$ cat config.mk
export PLATFORM = sky130hd
export DESIGN_NAME = sram_like_arbiter
export DESIGN_NICKNAME = d
export VERILOG_FILES = /design/src/rtl/sram_like_arbiter_pkg.sv /design/src/rtl/sram_like_arbiter_owner_fifo.sv /design/src/rtl/sram_like_arbiter.sv
export SDC_FILE = /design/constraint.sdc
export NUM_CORES = 1
export LEC_CHECK = 0
export ABC_AREA = 1
export CAP_MARGIN = 25
export CELL_PAD_IN_SITES_DETAIL_PLACEMENT = 0
export CELL_PAD_IN_SITES_GLOBAL_PLACEMENT = 1
export CORE_ASPECT_RATIO = 0.9
export CORE_MARGIN = 1.5
export CORE_UTILIZATION = 15
export DETAILED_ROUTE_END_ITERATION = 8
export PLACE_DENSITY = 0.79
export SLEW_MARGIN = 20
export SYNTH_ARGS = -nofsm -noshare
export SYNTH_HDL_FRONTEND = slang
export SYNTH_SLANG_ARGS = --single-unit
$ cat constraint.sdc
create_clock -name clk -period 2.4 [get_ports clk]
set_clock_uncertainty 0.2 [all_clocks]
set_input_delay 0.48 -clock clk [delete_from_list [all_inputs] [get_ports clk]]
set_output_delay 0.48 -clock clk [all_outputs]
set_load 0.05 [all_outputs]
$ cat src/rtl/sram_like_arbiter_pkg.sv
// rtl/sram_like_arbiter_pkg.sv - shared owner tags and lock state encodings for the SRAM-like arbiter
package sram_like_arbiter_pkg;

  localparam logic OWNER_INST = 1'b0;
  localparam logic OWNER_DATA = 1'b1;

  typedef enum logic [1:0] {
    LOCK_IDLE   = 2'd0,
    LOCK_HOLD_I = 2'd1,
    LOCK_HOLD_D = 2'd2
  } lock_e;

endpackage

$ cat src/rtl/sram_like_arbiter_owner_fifo.sv
// rtl/sram_like_arbiter_owner_fifo.sv - in-order 1-bit owner tag FIFO for outstanding requests
module sram_like_arbiter_owner_fifo #(
  parameter int DEPTH = 4
) (
  input  logic clk,
  input  logic resetn,
  input  logic push_i,
  input  logic push_tag_i,
  input  logic pop_i,
  output logic head_o,
  output logic full_o,
  output logic empty_o
);

  localparam int AW = $clog2(DEPTH);
  localparam int CW = AW + 1;

  logic [DEPTH-1:0] tags_q;
  logic [AW-1:0]    wr_ptr_q;
  logic [AW-1:0]    rd_ptr_q;
  logic [CW-1:0]    count_q;
  logic             do_push;
  logic             do_pop;

  assign full_o  = (count_q == CW'(DEPTH));
  assign empty_o = (count_q == '0);
  assign head_o  = tags_q[rd_ptr_q];

  // A pop on a full FIFO cannot be reused by a push in the same cycle; the caller never pushes when full.
  assign do_push = push_i & ~full_o;
  assign do_pop  = pop_i & ~empty_o;

  // Tag storage, pointers (wrap naturally since DEPTH is a power of two) and occupancy.
  always_ff @(posedge clk or negedge resetn) begin
    if (!resetn) begin
      tags_q   <= '0;
      wr_ptr_q <= '0;
      rd_ptr_q <= '0;
      count_q  <= '0;
    end else begin
      if (do_push) begin
        tags_q[wr_ptr_q] <= push_tag_i;
        wr_ptr_q         <= wr_ptr_q + AW'(1);
      end
      if (do_pop) begin
        rd_ptr_q <= rd_ptr_q + AW'(1);
      end
      count_q <= count_q + CW'(do_push) - CW'(do_pop);
    end
  end

endmodule

$ cat src/rtl/sram_like_arbiter.sv
// rtl/sram_like_arbiter.sv - shares one SRAM-like port between instruction and data requesters
module sram_like_arbiter
  import sram_like_arbiter_pkg::*;
#(
  parameter int OUTSTANDING = 4,
  parameter int STARVE_LIM  = 8
) (
  input  logic        clk,
  input  logic        resetn,
  input  logic        inst_req,
  input  logic        inst_wr,
  input  logic [1:0]  inst_size,
  input  logic [3:0]  inst_wstrb,
  input  logic [31:0] inst_addr,
  input  logic [31:0] inst_wdata,
  output logic        inst_addr_ok,
  output logic        inst_data_ok,
  output logic [31:0] inst_rdata,
  input  logic        data_req,
  input  logic        data_wr,
  input  logic [1:0]  data_size,
  input  logic [3:0]  data_wstrb,
  input  logic [31:0] data_addr,
  input  logic [31:0] data_wdata,
  output logic        data_addr_ok,
  output logic        data_data_ok,
  output logic [31:0] data_rdata,
  output logic        mem_req,
  output logic        mem_wr,
  output logic [1:0]  mem_size,
  output logic [3:0]  mem_wstrb,
  output logic [31:0] mem_addr,
  output logic [31:0] mem_wdata,
  input  logic        mem_addr_ok,
  input  logic        mem_data_ok,
  input  logic [31:0] mem_rdata,
  output logic        rsp_err
);

  localparam int SW = $clog2(STARVE_LIM + 1);

  lock_e         lock_q;
  logic [SW-1:0] starve_q;
  logic [SW-1:0] starve_d;
  logic          rsp_err_q;
  logic          active_q;
  logic          grant_i;
  logic          grant_d;
  logic          winner_req;
  logic          accept;
  logic          fifo_head;
  logic          fifo_full;
  logic          fifo_empty;
  logic          rsp_hit;

  // Outputs stay quiet until the first clock edge after reset has been released.
  always_ff @(posedge clk or negedge resetn) begin
    if (!resetn) active_q <= 1'b0;
    else         active_q <= 1'b1;
  end

  // Grant selection: a locked master keeps the port; otherwise data first unless inst has starved.
  always_comb begin
    grant_i = 1'b0;
    grant_d = 1'b0;
    case (lock_q)
      LOCK_HOLD_I: grant_i = 1'b1;
      LOCK_HOLD_D: grant_d = 1'b1;
      default: begin
        if (data_req && !((starve_q == SW'(STARVE_LIM)) && inst_req)) grant_d = 1'b1;
        else if (inst_req)                                             grant_i = 1'b1;
      end
    endcase
  end

  assign winner_req   = (grant_i & inst_req) | (grant_d & data_req);
  assign mem_req      = active_q & winner_req & ~fifo_full;
  assign accept       = mem_req & mem_addr_ok;
  assign inst_addr_ok = accept & grant_i;
  assign data_addr_ok = accept & grant_d;

  // Request fields follow the granted master; zero when nobody holds the port.
  always_comb begin
    mem_wr    = 1'b0;
    mem_size  = '0;
    mem_wstrb = '0;
    mem_addr  = '0;
    mem_wdata = '0;
    if (active_q && grant_d) begin
      mem_wr    = data_wr;
      mem_size  = data_size;
      mem_wstrb = data_wstrb;
      mem_addr  = data_addr;
      mem_wdata = data_wdata;
    end else if (active_q && grant_i) begin
      mem_wr    = inst_wr;
      mem_size  = inst_size;
      mem_wstrb = inst_wstrb;
      mem_addr  = inst_addr;
      mem_wdata = inst_wdata;
    end
  end

  // Responses are steered by the oldest outstanding owner tag.
  assign rsp_hit      = active_q & mem_data_ok & ~fifo_empty;
  assign inst_data_ok = rsp_hit & (fifo_head == OWNER_INST);
  assign data_data_ok = rsp_hit & (fifo_head == OWNER_DATA);
  assign inst_rdata   = active_q ? mem_rdata : '0;
  assign data_rdata   = active_q ? mem_rdata : '0;
  assign rsp_err      = rsp_err_q;

  sram_like_arbiter_owner_fifo #(
    .DEPTH(OUTSTANDING)
  ) u_owner_fifo (
    .clk       (clk),
    .resetn    (resetn),
    .push_i    (accept),
    .push_tag_i(grant_d ? OWNER_DATA : OWNER_INST),
    .pop_i     (active_q & mem_data_ok),
    .head_o    (fifo_head),
    .full_o    (fifo_full),
    .empty_o   (fifo_empty)
  );

  // Starvation counter: counts consecutive refused inst cycles, saturating at the limit.
  always_comb begin
    starve_d = starve_q;
    if (!active_q)                        starve_d = '0;
    else if (!inst_req || inst_addr_ok)   starve_d = '0;
    else if (starve_q != SW'(STARVE_LIM)) starve_d = starve_q + SW'(1);
  end

  // Lock FSM keeps the address phase stable until the slave accepts it or the master withdraws.
  always_ff @(posedge clk or negedge resetn) begin
    if (!resetn) begin
      lock_q <= LOCK_IDLE;
    end else begin
      case (lock_q)
        LOCK_IDLE:   if (mem_req && !mem_addr_ok) lock_q <= grant_d ? LOCK_HOLD_D : LOCK_HOLD_I;
        LOCK_HOLD_I: if (accept || !inst_req)     lock_q <= LOCK_IDLE;
        LOCK_HOLD_D: if (accept || !data_req)     lock_q <= LOCK_IDLE;
        default:                                  lock_q <= LOCK_IDLE;
      endcase
    end
  end

  // Starve counter and sticky error for a response with nothing outstanding.
  always_ff @(posedge clk or negedge resetn) begin
    if (!resetn) begin
      starve_q  <= '0;
      rsp_err_q <= 1'b0;
    end else begin
      starve_q <= starve_d;
      if (active_q && mem_data_ok && fifo_empty) rsp_err_q <= 1'b1;
    end
  end

endmodule
==> impl_results.md, run 1 <==
* Final Hold Vio Count at 0
* Cell Rows at 47
* FMAX at 358.0 MHz
* CTS Buffer Depth at 2
* Sw frac at 49.44%
* Routed Antenna Nets at 0
* Initial Utilization at 15.22%
* Fin worst setup slack at -393.2 ps
* Logic pwr share at 88.2%
* Core region area at 18290 um^2
* Synthesized flop and latch total at 19
* Hold Path Class: flop to flop
* Number of library cell types mapped by synthesis at 30
* Worst setup path class: flop to output pin
* Clock power share at 4.7%
* Setup TNS at -24930 ps
* Maximum VDD drop at 0.5451 mV
* Worst Hold Endpoint: rsp_err
* TritonCTS buffer count at 3
* Yosys warns at 0
* Clk Tree Root Cell: clkbuf_16
* Register cell area after layout at 479.2 um^2
* Worst r2r src: lock_q[0]
* DR vias at 4178
* Layout cell share with drive strength beyond 1 at 37.70%
* Commonest non-fill, non-tap cell in the layout: clkdlybuf4s50_1
* Max_slew headroom at 66.58%
* Vias per cell at 4.025
* Global route total overflow at 0
* Minimum clock period at 2793 ps
* CP endpoint kind: output pin
* Global-route wire length before repair at 24780 um
* RSZ-0062 raised after global routing: yes
* CTS tree: done
* P_leak at 4.046 nW
* Layout Utilization at 48.35%
* HP Start: rsp_err
* Int Power at 3.762 mW
* Status: finished with violations
* Setup crit start kind: flop
* Failing checks: negative setup slack
* Crit path DAT at 2110 ps
* Die height at 132.2 um
* Worst EP required at 1720 ps
* Area grow syn2layout at 217.7%
* Finish-stage setup viols at 76
* Cells on worst reg2reg path at 14
* Antenna cell count at 0
* Final Wtd Congestion at 0.7386
* Die footprint at 19390 um^2
* Hold Path Depth at 1
* Synth top area share at 17.80%
* Antenna violations before repair at 0
* Synthesized instance count at 473
* Horiz. Die Dim at 146.6 um
* Final Max Slew Viols at 0
* Period utilisation layout at 116.4%
* Power share of the sequential group at 7.0%
* Mean Syn Cell Area at 5.886 um^2
* Setup slack, reg-to-reg at -40 ps
* Leading area contributor after synthesis: inv_1
* Pre-Repair DR Iteration Count at 4
* Layout net count at 986
* GRT Util Overall at 16.39%
* Area occupied by multi-input gates at 2162 um^2
* Maximum number of pins on one net before global-route repair at 57
* Seq/Total Area, Yosys at 17.08%
* CTS H-Tree Depth at 1
* Most frequent cells in the layout: 178 x clkdlybuf4s50_1, 148 x buf_12, 128 x inv_1
* I/O Buffers at 320
* Worst reg2reg path endpoint: u_owner_fifo.count_q[2]
* Crit Path Max Fanout at 7
* Clock latency on the worst-skew pair at 250 ps
* Io pins at 321
* Synth area leaders: inv_1 18%, dfrtp_1 17%, nand3_1 14%
* Final WL at 16180 um
* Vias in the first global route at 4494
* Clock slew at reported path FFs at 60 ps
* Post-DR wirelength/cell at 15.59 um
* Max Cap Viol at 0
* Synthesized area at 2784 um^2
* Syn nets at 665
* Worst-Margin Slew at 499.7 ps
* Post-DP HPWL at 12230 um
* PD cells at 841.3 nW/um^2
* Iteration-0 DRC Markers at 84
* Clock sink total at 19
* P_sw at 3.678 mW
* Fillers at 1647
* DRC Markers at 0
[registers in the layout (all words and copies together) (netlist names)]
register,flops
active_q,1
lock_q,2
rsp_err,1
starve_q,4
u_owner_fifo.count_q,3
u_owner_fifo.rd_ptr_q,2
u_owner_fifo.tags_q,4
u_owner_fifo.wr_ptr_q,2
[synthesized netlist by cell type, drive strengths merged]
cell    instances
o21ai          82
a21boi          1
nor2           10
ha             11
buf            53
a32oi           1
nand4           1
a22o            1
conb            1
inv           134
fa              1
nand3          79
xnor2           2
o21bai          1
dfrtp          19
clkbuf          7
nand2          60
clkinv          1
and3            1
a21oi           1
xor2            6
[cell type report]
type,instances,share of cell area (%)
Multi-Input combinational cell,259,24.45
Clock buffer,3,0.8489
Sequential cell,19,5.419
Inverter,135,5.787
Timing Repair Buffer,376,59.97
Clock inverter,1,0.05659
Tap cell,245,3.466
[cell families after synthesis]
| group | after synthesis | share of synthesized area, % |
|---|---|---|
| other | 1 | 0.1347 |
| adder cells (fa/ha/maj) | 12 | 5.663 |
| flip-flops | 19 | 17.08 |
| AO/OA/AOI/OAI | 87 | 16.63 |
| buffers and inverters | 195 | 31.64 |
| AND/OR/NAND/NOR | 151 | 26.34 |
| XOR/XNOR | 8 | 2.517 |
[layer usage]
layer  wire (um)  track usage [%]  up-vias
met3        1290            4.567       23
li1            -                -     2050
met4         406            3.648        0
met5           0                0        -
met1        5848            17.23     1884
met2        8633            31.97      221
[per-stage QoR]
step / setup WS (ps) / area, um^2 / hold WS [ps] / instances / power [mW]
global route: -518.2 / 8843 / 307.9 / 1038 / 7.813
finish: -393.2 / 8843 / 278.4 / 1038 / 7.440
CTS: -453.7 / 8747 / 288.3 / 1036 / 7.439
detailed placement: -607.7 / 7836 / 261.8 / 1022 / 6.153
floorplan: -607.2 / 2900 / -15.59 / 473 / 3.270
global placement: -599.4 / 7836 / 260.4 / 1022 / 6.096
[how the worst max path moves through the flow]
stage                     cells after the start      start           end  slack (ps)
after floorplan                               9  lock_q[0]   mem_addr[0]        -610
after global placement                       10   inst_req  mem_wdata[0]        -600
after detailed placement                     10   inst_req  mem_wdata[0]        -610
after CTS                                    11  lock_q[0]   mem_addr[1]        -450
after global routing                         12  lock_q[1]  mem_wstrb[1]        -520
final                                        12  lock_q[0]  mem_wdata[9]        -390
[critical path, stage by stage (launching register included)]
cell     delay, ps
dfrtp_1        360
inv_2           60
ha_4           290
nor2_2          40
nand2_2         70
nand2_2         70
inv_2           80
nand3_4        140
buf_12         180
buf_16         140
buf_12         130
o21ai_4        140
buf_12         150
[power by group through the flow]
stage | clock network [mW] | logic (mW) | registers [mW]
CTS | 0.363 | 6.55 | 0.526
floorplan | 0 | 2.73 | 0.535
finish | 0.351 | 6.56 | 0.524
global route | 0.380 | 6.89 | 0.542
detailed placement | 0 | 5.63 | 0.527
global placement | 0 | 5.57 | 0.524
[repair_timing]
action | 4_1_cts | 5_1_grt
gates resized for setup | 182 | 25
setup endpoints to repair | 78 | 78
hold buffers | 0 | 0
setup buffers | 6 | 5
cloned | 7 | 0
pin swaps | 8 | 8
Note: power is estimated with default switching activity, not from simulation.
==> inputs of run 2 (changes only) <==
==> constraint.sdc (replaced) <==
create_clock -name clk -period 2.43 [get_ports clk]
set_clock_uncertainty 0.2 [all_clocks]
set_input_delay 0.486 -clock clk [delete_from_list [all_inputs] [get_ports clk]]
set_output_delay 0.486 -clock clk [all_outputs]
set_load 0.05 [all_outputs]
==> impl_results.md, run 2 (synthesized netlist as in run 1, its figures left out) <==
* Status: finished with violations
* Failing checks: negative setup slack
* Cell Rows at 47
* Vias in the first global route at 4371
* Commonest non-fill, non-tap cell in the layout: clkdlybuf4s50_1
* Die footprint at 19390 um^2
* Antenna violations before repair at 1
* PD cells at 834.2 nW/um^2
* Setup crit start kind: flop
* Global route total overflow at 0
* Post-DR wirelength/cell at 15.21 um
* Initial Utilization at 15.22%
* P_sw at 3.624 mW
* Met1 usage at 16.09%
* Final WL at 15840 um
* DR vias at 4168
* Finished Layout Cells at 1041
* Hold Path Class: flop to flop
* Global-route wire length before repair at 23470 um
* CTS Buffer Depth at 2
* Final Hold Vio Count at 0
* Clock sink total at 19
* Clock slew at reported path FFs at 60 ps
* Crit Path Max Fanout at 7
* Worst setup path class: flop to output pin
* Int Power at 3.726 mW
* Core region area at 18290 um^2
* Horiz. Die Dim at 146.6 um
* I/O Buffers at 320
* Layout cell share with drive strength beyond 1 at 38.11%
* Minimum clock period at 2766 ps
* Biggest regs: starve_q (4), u_owner_fifo.tags_q (4), u_owner_fifo.count_q (3)
* Hold Path Depth at 1
* Pre-CTS WS at -497.8 ps
* Worst EP required at 1740 ps
* Most frequent cells in the layout: 178 x clkdlybuf4s50_1, 148 x buf_12, 125 x inv_1
* Most frequent CP cell: buf_12
* Fin worst setup slack at -336.4 ps
* Clock latency on the worst-skew pair at 250 ps
* Pre-Repair DR Iteration Count at 4
* GR Layer Usage met3 at 4.637%
* Max Cap Viol at 0
* Fillers at 1661
* TritonCTS buffer count at 3
* CTS tree: done
* Hold_buf cts at 0
* Power share of the sequential group at 7.1%
* Iteration-0 DRC Markers at 109
* Sw frac at 49.31%
* Final Wtd Congestion at 0.7682
* Grt met2 use at 29.43%
* RSZ-0062 raised after global routing: yes
* Placed Instances at 1058
* FMAX at 361.5 MHz
* Maximum VDD drop at 0.5235 mV
* Clock power share at 4.7%
* Gr busiest metal: met2
* Period utilisation layout at 113.8%
* Worst-path cell chain: inv_2 -> ha_4 -> buf_6 -> o21ai_4 -> nand3_4 -> buf_12 -> clkbuf_16 -> o21ai_2 -> buf_4 -> buf_12
* CP endpoint kind: output pin
* GRT Util Overall at 15.36%
* Finish-stage setup viols at 76
* Crit-path max cell delay at 390 ps
* Io pins at 321
* Cells on worst reg2reg path at 15
* Post-DP HPWL at 12210 um
* Area grow syn2layout at 216.4%
* Logic pwr share at 88.2%
* Die height at 132.2 um
* Routed Antenna Nets at 0
* Critical Path Slowest Stage Cell: dfrtp_1
* Crit path DAT at 2080 ps
* Vias per cell at 4.004
* Layout net count at 988
* CTS H-Tree Depth at 1
* DRC Markers at 0
* P_leak at 4.038 nW
* Maximum number of pins on one net before global-route repair at 59
* Final Max Slew Viols at 0
* Clk Tree Root Cell: clkbuf_16
## run 2: critical path, delay by kind of cell, from the launching register on
| kind | cells | cell delay (ps) |
|---|---|---|
| fa+ha+maj | 1 | 220 |
| compound gates | 2 | 270 |
| flops | 1 | 390 |
| simple gates | 1 | 150 |
| buf+inv | 6 | 790 |
## run 2: timing repair
item	CTS	global route
pin swaps	9	5
cloned	5	2
endpoints found under the setup margin	76	78
setup buffers	6	2
gates resized for setup	148	44
endpoints found under the hold margin	0	0
## run 2: power groups by stage
stage,Combinational (mW),Clock [mW],Sequential (mW)
after floorplan,2.68,0,0.529
after global placement,5.84,0,0.515
after detailed placement,5.89,0,0.525
after CTS,6.43,0.358,0.521
after global routing,6.81,0.370,0.539
final,6.49,0.343,0.521
## run 2: final cells by class
cell class	instances	area [um^2]	area share, %
Tap cell	245	306.5	3.480
Clock buffer	3	75.07	0.8522
Antenna cell	1	2.502	0.02841
Timing Repair Buffer	378	5311	60.29
Inverter	135	521.8	5.922
Multi-Input combinational cell	259	2108	23.93
Clock inverter	1	5.005	0.05681
Sequential cell	19	479.2	5.440
## run 2: per-layer routing
layer  wire, um  vias up
met5          0        -
met4        395        0
met3       1331       20
met2       8367      218
met1       5741     1876
li1           -     2054
## run 2: through the flow
step	hold slack [ps]	power (mW)	area (um^2)	util, %	setup TNS (ps)
2_1_floorplan	-9.591	3.204	2893	-	-41120
3_3_place_gp	269.4	6.360	8127	44.43	-28800
3_5_place_dp	261.8	6.415	8127	44.43	-30650
4_1_cts	289.0	7.311	8673	47.42	-24310
5_1_grt	306.9	7.716	8810	48.17	-29230
6_report	280.9	7.349	8810	48.17	-20400
## run 2: path summary, 6_finish.rpt
kind | start | to | slack (ps)
min reg2reg | rsp_err | rsp_err | 280
max | lock_q[1] | mem_addr[19] | -340
max reg2reg | lock_q[1] | u_owner_fifo.count_q[1] | -210
min in group asynchronous | resetn | starve_q[2] | 370
min | rsp_err | rsp_err | 280
max in group asynchronous | resetn | active_q | 1420
==> inputs of run 3 (changes only) <==
--- a/config.mk
+++ b/config.mk
@@ -6,7 +6,7 @@
 export NUM_CORES = 1
 export LEC_CHECK = 0
 export ABC_AREA = 1
-export CAP_MARGIN = 25
+export CAP_MARGIN = 30
 export CELL_PAD_IN_SITES_DETAIL_PLACEMENT = 0
 export CELL_PAD_IN_SITES_GLOBAL_PLACEMENT = 1
 export CORE_ASPECT_RATIO = 0.9
==> results of run 3 <==
Same layout as run 2: the final DEF is identical, and so are final timing and power.
